===== src/rtl/decryption_input_dispatch.sv =====
// ---------------------------------------------------------------------------
// decryption_input_dispatch
//
// Front-end for the three decryption engines (ch0 caesar, ch1 scytale,
// ch2 zigzag). Accepts a serial character stream, binds each message to the
// channel selected on its first character, and forwards characters plus the
// terminating START_DECRYPTION_TOKEN to that engine. While an engine is busy
// decrypting, incoming characters are held in a FIFO and drained in order.
//
// Ports
//   clk          clock, all logic on posedge
//   rst          asynchronous reset, active-high
//   data_i       input character (0 is treated as filler and discarded)
//   valid_i      data_i qualifier
//   sel_i        channel select: 0/1/2 engine, 3 reserved (message dropped)
//   busy_eng_i   engine busy flags, bit n = channel n
//   data_o       character to the engines (shared bus, 0 when idle)
//   valid_o      one-hot per-channel valid
//   busy_o       FIFO full; upstream must hold valid_i low
//   err_o        sticky error flag (only with DISPATCH_ERR_EN)
//
// Build option
//   DISPATCH_ERR_EN : adds err_o, set on push-while-full, a sel=3 message or
//                     a character beyond MAX_NOF_CHARS; cleared only by rst.
// ---------------------------------------------------------------------------
module decryption_input_dispatch #(
    parameter int                   D_WIDTH                = 8,
    parameter int                   MAX_NOF_CHARS          = 50,
    parameter logic [D_WIDTH-1:0]   START_DECRYPTION_TOKEN = 8'hFA,
    parameter int                   FIFO_DEPTH             = 64
) (
    input  logic               clk,
    input  logic               rst,
    input  logic [D_WIDTH-1:0] data_i,
    input  logic               valid_i,
    input  logic [1:0]         sel_i,
    input  logic [2:0]         busy_eng_i,
    output logic [D_WIDTH-1:0] data_o,
    output logic [2:0]         valid_o,
    output logic               busy_o
`ifdef DISPATCH_ERR_EN
    ,
    output logic               err_o
`endif
);

    localparam int CW = $clog2(MAX_NOF_CHARS + 1);
    localparam int AW = $clog2(FIFO_DEPTH);
    localparam int PW = AW + 1;
    localparam int EW = D_WIDTH + 2;
    localparam logic [CW-1:0] MAX_C = CW'(MAX_NOF_CHARS);

    typedef enum logic [2:0] {
        S_IDLE,
        S_FORWARD,
        S_DROP,
        S_WAIT_RISE,
        S_WAIT_FALL
    } state_t;

    state_t             state_q, state_d;
    logic [1:0]         sel_q, sel_d;
    logic [CW-1:0]      cnt_q, cnt_d;
    logic [PW-1:0]      wr_q, wr_d;
    logic [PW-1:0]      rd_q, rd_d;
    logic               busy_q;
    logic [D_WIDTH-1:0] data_q, data_d;
    logic [2:0]         valid_q, valid_d;

    // Each entry carries the sel sampled with its byte: {sel, data}.
    logic [EW-1:0]      mem_q [FIFO_DEPTH];

    logic               in_valid;
    logic               fifo_empty;
    logic               fifo_full;
    logic               full_d;
    logic               wr_en;
    logic               pop;
    logic [EW-1:0]      entry_in;
    logic [EW-1:0]      head_entry;
    logic               head_valid;
    logic [D_WIDTH-1:0] head_data;
    logic [1:0]         head_sel;
    logic               head_is_tok;
    logic [1:0]         eff_sel;
    logic               busy_sel;

`ifdef DISPATCH_ERR_EN
    logic               err_q;
    logic               err_set;
`endif

    // ------------------------------------------------------------------
    // FIFO status and head selection
    // ------------------------------------------------------------------
    assign in_valid   = valid_i && (data_i != '0);
    assign fifo_empty = (wr_q == rd_q);
    assign fifo_full  = (wr_q[AW] != rd_q[AW]) && (wr_q[AW-1:0] == rd_q[AW-1:0]);
    assign entry_in   = {sel_i, data_i};

    // With an empty FIFO the incoming byte is the head: popping it is the
    // bypass path that gives one-cycle latency.
    assign head_entry  = fifo_empty ? entry_in : mem_q[rd_q[AW-1:0]];
    assign head_valid  = !fifo_empty || in_valid;
    assign head_data   = head_entry[D_WIDTH-1:0];
    assign head_sel    = head_entry[EW-1:D_WIDTH];
    assign head_is_tok = (head_data == START_DECRYPTION_TOKEN);

    // In IDLE the message's channel is not latched yet; use the head's own sel.
    assign eff_sel  = (state_q == S_IDLE) ? head_sel : sel_q;
    assign busy_sel = |(busy_eng_i & (3'b001 << sel_q));

    // ------------------------------------------------------------------
    // FSM next-state / outputs
    // ------------------------------------------------------------------
    always_comb begin
        state_d = state_q;
        sel_d   = sel_q;
        cnt_d   = cnt_q;
        pop     = 1'b0;
        data_d  = '0;
        valid_d = 3'b000;
`ifdef DISPATCH_ERR_EN
        err_set = 1'b0;
`endif
        case (state_q)
            S_IDLE, S_FORWARD: begin
                if (head_valid) begin
                    pop = 1'b1;
                    if (state_q == S_IDLE) sel_d = head_sel;
                    if (eff_sel == 2'd3) begin
                        // Reserved channel: discard through the token.
`ifdef DISPATCH_ERR_EN
                        err_set = 1'b1;
`endif
                        state_d = head_is_tok ? S_IDLE : S_DROP;
                    end else if (head_is_tok) begin
                        data_d  = head_data;
                        valid_d = 3'b001 << eff_sel;
                        state_d = S_WAIT_RISE;
                    end else if (cnt_q < MAX_C) begin
                        data_d  = head_data;
                        valid_d = 3'b001 << eff_sel;
                        cnt_d   = cnt_q + CW'(1);
                        state_d = S_FORWARD;
                    end else begin
                        // Over-length message: swallow until the token.
`ifdef DISPATCH_ERR_EN
                        err_set = 1'b1;
`endif
                        state_d = S_FORWARD;
                    end
                end
            end
            S_DROP: begin
                if (head_valid) begin
                    pop = 1'b1;
                    if (head_is_tok) state_d = S_IDLE;
                end
            end
            S_WAIT_RISE: begin
                if (busy_sel) state_d = S_WAIT_FALL;
            end
            S_WAIT_FALL: begin
                if (!busy_sel) begin
                    cnt_d   = '0;
                    state_d = S_IDLE;
                end
            end
            default: state_d = S_IDLE;
        endcase
    end

    // ------------------------------------------------------------------
    // FIFO pointer next-state
    // ------------------------------------------------------------------
    always_comb begin
        // A bypassed byte is consumed directly and never written.
        wr_en  = in_valid && !fifo_full && !(fifo_empty && pop);
        wr_d   = wr_q + PW'(wr_en);
        rd_d   = rd_q + PW'(pop && !fifo_empty);
        full_d = (wr_d[AW] != rd_d[AW]) && (wr_d[AW-1:0] == rd_d[AW-1:0]);
    end

    // ------------------------------------------------------------------
    // Registers
    // ------------------------------------------------------------------
    always_ff @(posedge clk or posedge rst) begin
        if (rst) begin
            state_q <= S_IDLE;
            sel_q   <= 2'd0;
            cnt_q   <= '0;
            wr_q    <= '0;
            rd_q    <= '0;
            busy_q  <= 1'b0;
            data_q  <= '0;
            valid_q <= 3'b000;
        end else begin
            state_q <= state_d;
            sel_q   <= sel_d;
            cnt_q   <= cnt_d;
            wr_q    <= wr_d;
            rd_q    <= rd_d;
            busy_q  <= full_d;
            data_q  <= data_d;
            valid_q <= valid_d;
        end
    end

    // Storage needs no reset; emptiness is defined by the pointers.
    always_ff @(posedge clk) begin
        if (wr_en) mem_q[wr_q[AW-1:0]] <= entry_in;
    end

`ifdef DISPATCH_ERR_EN
    always_ff @(posedge clk or posedge rst) begin
        if (rst) err_q <= 1'b0;
        else     err_q <= err_q | err_set | (in_valid && fifo_full);
    end

    assign err_o = err_q;
`endif

    assign data_o  = data_q;
    assign valid_o = valid_q;
    assign busy_o  = busy_q;

endmodule


===== config.mk =====
export PLATFORM = sky130hd
export DESIGN_NAME = decryption_input_dispatch
export DESIGN_NICKNAME = d
export VERILOG_FILES = /design/src/rtl/decryption_input_dispatch.sv
export SDC_FILE = /design/constraint.sdc
export NUM_CORES = 1
export LEC_CHECK = 0
export BUFFER_PORTS_ARGS = -buffer_cell sky130_fd_sc_hd__buf_2
export CORE_MARGIN = 2
export CORE_UTILIZATION = 50
export CTS_BUF_LIST = sky130_fd_sc_hd__clkbuf_8
export CTS_CLUSTER_SIZE = 28
export DETAILED_ROUTE_END_ITERATION = 7
export PLACE_DENSITY_LB_ADDON = 0.2
export SYNTH_ARGS = -nofsm -noshare
export SYNTH_HDL_FRONTEND = slang
export SYNTH_SLANG_ARGS = --single-unit

===== constraint.sdc =====
create_clock -name clk -period 4.6 [get_ports clk]
set_input_delay 0.69 -clock clk [delete_from_list [all_inputs] [get_ports clk]]
set_output_delay 0.69 -clock clk [all_outputs]
set_load 0.05 [all_outputs]

==> results of run 1 <==
==> layer usage <==
layer	wire, um	share of wire	global-route usage	up-vias
met2	30500	0.47	0.375	610
met1	27300	0.42	0.355	7117
met5	0	0	0	-
met3	5110	0.080	0.0496	88
li1	-	-	-	5683
met4	1350	0.021	0.0744	0
==> through the flow <==
stage / area, um2 / utilization / power [mW] / std cells / hold slack [ps]
2_1_floorplan: 26500 / - / 11.2 / 1310 / 450
3_3_place_gp: 27700 / 0.528 / 13.1 / 2013 / 499
3_5_place_dp: 27700 / 0.528 / 13.2 / 2013 / 480
4_1_cts: 29700 / 0.567 / 18.0 / 2204 / 38.9
5_1_grt: 29700 / 0.567 / 18.7 / 2204 / 91.9
6_report: 29700 / 0.567 / 18.0 / 2204 / 76.4
==> cells in the mapped netlist, drive strengths merged, types with 6 or more instances <==
master | count | area, um2
mux2i | 7 | 70.1
a22oi | 78 | 586
xor2 | 9 | 78.8
nand2 | 30 | 113
or4 | 6 | 48.8
nor3 | 7 | 35.0
clkbuf | 35 | 135
dfrtp | 37 | 926
nand3b | 6 | 45.0
edfxtp | 640 | 19200
nor4 | 9 | 68.8
nand3 | 20 | 100
mux4 | 158 | 3560
xnor2 | 14 | 123
buf | 38 | 218
a21oi | 44 | 220
nor2b | 9 | 56.3
nor2 | 97 | 364
o21ai | 7 | 35.0
nand2b | 7 | 43.8
==> worst max path at each step <==
stage | slack, ps | start | endpoint | cells after the start
4_1_cts | 430 | rd_q[0] | cnt_q[2] | 12
3_3_place_gp | 400 | rd_q[0] | data_o[1] | 10
5_1_grt | 190 | rd_q[0] | cnt_q[2] | 12
6_report | 330 | rd_q[0] | data_o[6] | 10
3_5_place_dp | 440 | rd_q[0] | data_o[6] | 10
2_1_floorplan | 1330 | rd_q[0] | busy_o | 15
==> kinds of logic after synthesis <==
kind of cell | count (synthesis)
AOI/OAI and AO/OA | 148
DFF | 677
buffers and inverters | 78
muxes | 167
and+or+nand+nor | 212
adders and majority gates | 5
xor gates and xnor gates | 23
==> critical path, stage by stage (launching register included) <==
cell and delay, ps:
dfrtp_4 770, buf_12 260, buf_12 220, mux4_2 560, mux2i_1 240, o311ai_0 320, nor4_2 690, nand4_2 370
a31o_2 340, nand2b_1 230, nor2_1 180
==> flip-flops by register name, indices dropped and copies added, names as in the netlist <==
register,count
rd_q,7
busy_o,1
valid_o,3
data_o,8
wr_q,7
sel_q,2
cnt_q,6
state_q,3
mem_q,640
==> power breakdown <==
group	total, mW	switching (mW)	internal [mW]
registers	7.54	0.438	7.10
clock network	4.90	2.32	2.58
logic	5.53	3.17	2.36
total	18.0	5.93	12.0
==> final cells by class <==
cell class | count | area, um2 | area share
clock buffers | 105 | 1450 | 0.0486
flip-flops and latches | 677 | 20200 | 0.678
well taps | 688 | 861 | 0.0290
inverters | 5 | 18.8 | 0.000631
clock inverters | 86 | 578 | 0.0194
repair buffers | 88 | 718 | 0.0242
multi-input cells | 555 | 5950 | 0.200
==> metrics, run 1 <==
first-pass detailed-route iteration total 5; class of the worst hold path in -> async; Least-Margin Pin Slew 1270 ps; layout cells sized above 1 0.259; reg2reg end data_o[6]; post-synthesis async set-or-reset flop share 0.0547; Wirelength per Cell 29.1 um; Syn-to-layout area delta 12.4%; CTS Buf Count 104; clk_lat worst skew 720 ps; Post-synth EDFFs 640; filler cell count 3941; Buffers on Ports 27; Final TNS setup 0 ps; post-synthesis sequential area ratio 0.761; CTS tree built; synthesized cell area 26500 um2; Inserted Diodes 0; synth warn 0; Lkg Pwr 9.57 nW; initial antenna violation count 2; total track usage 0.243; clock skew 45.0 ps; worst relative slew slack 0.151; post-synthesis mux area share 0.138; via density per instance 6.12; Pwr Density 605 nW/um2; Reg-to-Reg Start rd_q[0]; Resized Gates After CTS 0; peak supply drop 0.349 mV; GRT overflow 0; Setup-failing EPs final 0; Synth Register Bits 677; CTS max path bufs 3; hpwl dp 39.6 mm; crit path kind reg -> reg; Initial Utilization 0.504; Top-Level Pins 28; max_cap viols 0; max-slew violations 0; CP startpoint kind flop; clock sinks 677; chip width 234 um; post-synthesis compound-gate area fraction 0.0377; H-tree levels 3; CTS Hold Buffers Added 0; post-synthesis xor/xnor area fraction 0.00761; core region area 52400 um2; Req. time, crit path 5230 ps; number of global-route vias before repair 13649; Hold Vio Cnt, Final 0; fin crit period 4270 ps; final worst-path cycle share 0.929; Yosys cell types 53; syn_nets 1331; worst-path fanout max 20; top_reg_cell synth edfxtp_1; clk root buf clkbuf_8; Syn Area/Cell 20.2 um2; largest net degree at the start of global routing 67; routability congestion estimate 0.953; Vias 13498; commonest non-fill, non-tap cell in the layout edfxtp_1; dpl ws 436 ps; Max Fclk 234 MHz; nets@finish 1452; Detailed Route Iter0 Violations 1453; R2R cell count 10; Reg clk slew, reported paths 70 ps; Routed Antenna Nets 0; largest family of logic cells by synthesized area multiplexers; global-route wire length before repair 94.1 mm; Total Wirelength 64.2 mm; most frequent cells in the layout edfxtp_1, mux4_2, clkbuf_8; status finished, final reports clean; die area 54800 um2; Synth Area in Adders 0.00236; Crit. End Element flop; flop-to-flop setup slack 330 ps; die span in y 234 um; Post-CTS Setup Bufs 0; cell count after synthesis 1310; DR DRC count 0; post-synthesis simple-gate area fraction 0.0388; row cnt 84; worst setup margin 325 ps; RSZ-0062 raised after global routing no; WP data arrival 4900 ps
Power figures use the tool's default switching activity.
==> run 2, diff against run 1 <==
Settings changed: MAX_ROUTING_LAYER set to met4.
==> run 2 against run 1 <==
Count of clock-buffer cells in the layout is 4 higher. Final area fell by 0.48%. First-iteration DRC count increased by 0.89%. Register-to-register slack better by 70 ps. Via count rose by 0.31%. Clock skew fell by 11 ps. Sequential power about the same. Global-route usage increased by 0.74 points. Core utilization down 0.27 points. Flip-flop and latch count did not move. Clock power decreased by 5.7%. Routed wire length grew 0.38%.
==> metrics, run 2 (synthesized netlist as in run 1, its figures left out) <==
status finished, final reports clean; commonest non-fill, non-tap cell in the layout edfxtp_1; Pwr Density 598 nW/um2; die span in y 234 um; DR DRC count 0; Least-Margin Pin Slew 1430 ps; area of the multi-input gates 5950 um2; Crit. End Element flop; core region area 52400 um2; row cnt 84; via density per instance 6.15; WP data arrival 4800 ps; worst-path cell chain buf_12 > buf_12 > mux4_2 > mux2i_1 > o311ai_0 > nor4_2 > nand4_2 > a31o_2 > nand2b_1 > nor2_1; CTS Hold Buffers Added 0; Post-CTS Setup Bufs 0; clock sinks 677; global-route wire length before repair 93.7 mm; class of the worst hold path in -> async; CP delay by family, top simple AND/OR/NAND/NOR gates; Top-Level Pins 28; grt met3 use 0.0524; initial antenna violation count 1; reg2reg end data_o[1]; peak supply drop 0.272 mV; Setup-failing EPs final 0; CTS max path bufs 3; R2R cell count 10; slowest CP cell dfrtp_4; Max Fclk 238 MHz; Detailed Route Iter0 Violations 1466; CP Launch Point rd_q[0]; Final Hold Slack 80.2 ps; clock skew 34.4 ps; Hold Vio Cnt, Final 0; nets@finish 1451; fin crit period 4200 ps; Lkg Pwr 9.55 nW; clk_lat worst skew 720 ps; clk root buf clkbuf_8; Post-Place Cell Area 27700 um2; number of flip-flops in the largest register 640; Routed Antenna Nets 0; max-slew violations 0; FF/Latch Area 20200 um2; worst-path fanout max 20; Reg-to-Reg Start rd_q[0]; CP dominant cell by count buf_12; met1 Use GR 0.351; end of the critical path data_o[1]; Reg clk slew, reported paths 60 ps; crit path kind reg -> reg; critical path depth in cells 10; Resized Gates After CTS 0; total track usage 0.251; H-tree levels 3; CP bufs+invs 2; Final TNS setup 0 ps; Wirelength per Cell 29.3 um; busiest grt layer met2; CP max stage delay 730 ps; Global Route met2 Usage 0.371; number of global-route vias before repair 13586; max_cap viols 0; final worst-path cycle share 0.913; Req. time, crit path 5200 ps; routability congestion estimate 0.973; chip width 234 um; Post-Layout Inst Area 29600 um2; Initial Utilization 0.504; RSZ-0062 raised after global routing no; CP startpoint kind flop; flop-to-flop setup slack 400 ps; die area 54800 um2; layout cells sized above 1 0.255; first-pass detailed-route iteration total 7; hpwl dp 39.9 mm; CTS tree built; Syn-to-layout area delta 11.8%; most frequent cells in the layout edfxtp_1, mux4_2, clkbuf_8; Buffers on Ports 27; worst relative slew slack 0.0430; largest net degree at the start of global routing 67; Total Wirelength 64.5 mm; filler cell count 3872; GRT overflow 0; CTS Buf Count 105; Vias 13540
run 2: cell count changes in the layout (fill, tap and decap cells not counted), sizes merged:
cell      before  now
diode          0    1
clkinvlp       4    1
clkinv        47   42
buf           88   86
inv           32   40
bufinv         8    3
clkbuf       105  109
run 2: power by group:
| group | internal, mW | leakage, nW | total [mW] | switching, mW |
|---|---|---|---|---|
| combinational | 2.36 | 2.23 | 5.51 | 3.16 |
| clock | 2.35 | 1.11 | 4.62 | 2.27 |
| sequential | 7.10 | 6.22 | 7.56 | 0.461 |
| total | 11.8 | 9.55 | 17.7 | 5.88 |
run 2: area by class of cell:
class                      count  area share
antenna                        1   0.0000846
clock buffer                 109      0.0507
clock inverter                81      0.0137
inverter                       5    0.000634
multi-input combinational    555       0.201
sequential                   677       0.681
tap                          688      0.0291
timing repair buffer          86      0.0233
run 2: worst reg2reg max path: stages (launching register included):
cell      delay (ps)
dfrtp_4          730
buf_12           270
buf_12           210
mux4_2           590
mux2i_1          210
o311ai_0         330
nor4_2           640
nand4_2          360
a31o_2           340
nand2b_1         230
nor2_1           180
run 2: worst min path at each step:
stage	from	endpoint	slack (ps)	depth (start not counted)
global placement	cnt_q[5]	cnt_q[5]	500	2
finish	rst	cnt_q[5]	80	3
floorplan	cnt_q[5]	cnt_q[5]	450	2
CTS	rst	sel_q[0]	50	3
global route	rst	data_o[0]	120	3
detailed placement	cnt_q[0]	cnt_q[0]	510	1
run 2: metrics by stage:
step                 util  total power, mW  setup WS (ps)  std cells
finish              0.564             17.7            399       2202
global route        0.564             18.4            241       2202
CTS                 0.564             17.8            414       2201
detailed placement  0.528             13.2            464       2011
global placement    0.528             13.1            429       2011
floorplan               -             11.2           1330       1310
run 2: metal layers:
layer,vias up,part of all wire,wire [um]
met5,-,0,0
met3,87,0.076,4920
met4,0,0.024,1540
li1,5664,-,-
met2,567,0.47,30500
met1,7222,0.43,27500
==> run 3, diff against run 2 <==
Settings changed: BUFFER_PORTS_ARGS -buffer_cell sky130_fd_sc_hd__buf_2 to -buffer_cell sky130_fd_sc_hd__buf_4.
==> run 3 against run 2 <==
Total power fell by 0.62%. Combinational power rose by 1%. Core utilization rose by 0.72 points. Sequential power barely moved. First-iteration DRC count fell by 4.0%. Fmax rose by 2.3%. Final area rose by 1.3%. Global-route usage rose by 0.17 points. Register-to-register slack improved by 90 ps. Final cell count rose by 2.3%. Sequential share of layout area fell by 0.85 points. Critical path type unchanged. Critical endpoint is now cnt_q[2]. Largest power group unchanged.
==> metrics, run 3 (synthesized netlist as in run 1, its figures left out) <==
number of flip-flops in the largest register 640; CP bufs+invs 2; CP delay by family, top simple AND/OR/NAND/NOR gates; Crit. End Element flop; Max Fclk 243 MHz; die span in y 234 um; commonest non-fill, non-tap cell in the layout edfxtp_1; CP startpoint kind flop; Syn-to-layout area delta 13.2%; Wirelength per Cell 28.7 um; Post-CTS Setup Bufs 0; GRT overflow 0; Least-Margin Pin Slew 1210 ps; Inserted Diodes 0; CP max stage delay 740 ps; DR DRC count 0; hpwl dp 40.2 mm; status finished, final reports clean; class of the worst hold path in -> async; chip width 234 um; post-route insts no fill 2252; Setup-failing EPs final 0; H-tree levels 3; worst-path fanout max 48; Hold Vio Cnt, Final 0; max_cap viols 0; Final TNS setup 0 ps; via density per instance 6.04; core region area 52400 um2; row cnt 84; Req. time, crit path 5180 ps; fin crit period 4110 ps; crit path kind reg -> reg; most frequent cells in the layout edfxtp_1, mux4_2, buf_4; Post-Place Cell Area 28100 um2; nets@finish 1506; Initial Utilization 0.504; Post-Layout Inst Area 30000 um2; Resized Gates After CTS 0; CTS max path bufs 3; worst setup margin 492 ps; max-slew violations 0; CTS tree built; Top-Level Pins 28; Pwr Density 587 nW/um2; Vias 13598; peak supply drop 0.256 mV; routability congestion estimate 0.985; Lkg Pwr 9.81 nW; Util after Layout 0.571; clk_lat worst skew 700 ps; global-route wire length before repair 94.4 mm; CTS Buf Count 104; Buffers on Ports 27; CP dominant cell by count nand4_2; first-pass detailed-route iteration total 7; clk root buf clkbuf_8; die area 54800 um2; clock sinks 677; slowest CP cell dfrtp_4; final worst-path cycle share 0.893; CTS Hold Buffers Added 0; number of global-route vias before repair 13820; total track usage 0.253; layout cells sized above 1 0.283; Reg clk slew, reported paths 60 ps; WP data arrival 4690 ps; RSZ-0062 raised after global routing no; initial antenna violation count 1; clock skew 38.0 ps; Total Wirelength 64.7 mm; dpl ws 513 ps; worst relative slew slack 0.191; Routed Antenna Nets 0; Placed Instances 2067; filler cell count 3940; Detailed Route Iter0 Violations 1407; worst-path cell chain buf_12 > mux4_2 > a22oi_1 > a21oi_1 > nor4_1 > nor4_2 > nand4_2 > nand4_2 > buf_4 > o211a_1 > or3_1; largest net degree at the start of global routing 67
## run 3: cell types whose count changed in the layout (fill, tap and decap cells not counted), sizes merged
cell and change:
bufinv -3, buf +56, diode -1, clkbuf +2, clkinv -1, inv -3
## run 3: layer usage
layer,GRT usage,part of all wire,vias to the layer above,routed length [um]
met3,0.0509,0.078,87,5080
met4,0.0765,0.023,0,1470
met1,0.339,0.41,7171,26700
met2,0.395,0.49,567,31400
li1,-,-,5773,-
met5,-,0,-,0
## run 3: final timing paths
path | startpoint | end | slack, ps | cells past startpoint
max | rd_q[0] | cnt_q[2] | 490 | 11
min | rst | cnt_q[0] | 100 | 3
max reg2reg | rd_q[0] | cnt_q[2] | 490 | 11
min reg2reg | cnt_q[5] | cnt_q[5] | 510 | 2
max in group asynchronous | rst | rd_q[2] | 4120 | 3
min in group clk | data_i[6] | mem_q[3][6] | 290 | 1
## run 3: power breakdown
part	leakage [nW]	internal, mW	switching [mW]
clock network	1.07	2.21	2.23
registers	6.22	7.10	0.468
logic	2.52	2.42	3.15
## run 3: cell type report
cell class                      instances  area, um2  area share
Clock buffer                          111       1530      0.0510
Clock inverter                         74        307      0.0102
Inverter                                5       18.8    0.000626
Multi-Input combinational cell        555       5950       0.199
Sequential cell                       677      20200       0.673
Tap cell                              688        861      0.0287
Timing Repair Buffer                  142       1140      0.0381
## run 3: per-stage QoR
stage               hold slack, ps  power [mW]
floorplan                      450        11.2
global placement               477        13.2
detailed placement             492        13.2
CTS                           50.5        17.7
global route                   126        18.3
finish                         105        17.6
## run 3: worst min-delay path: cells and delay by family
| family | cells | cell delay (ps) |
|---|---|---|
| buffers and inverters | 3 | 560 |
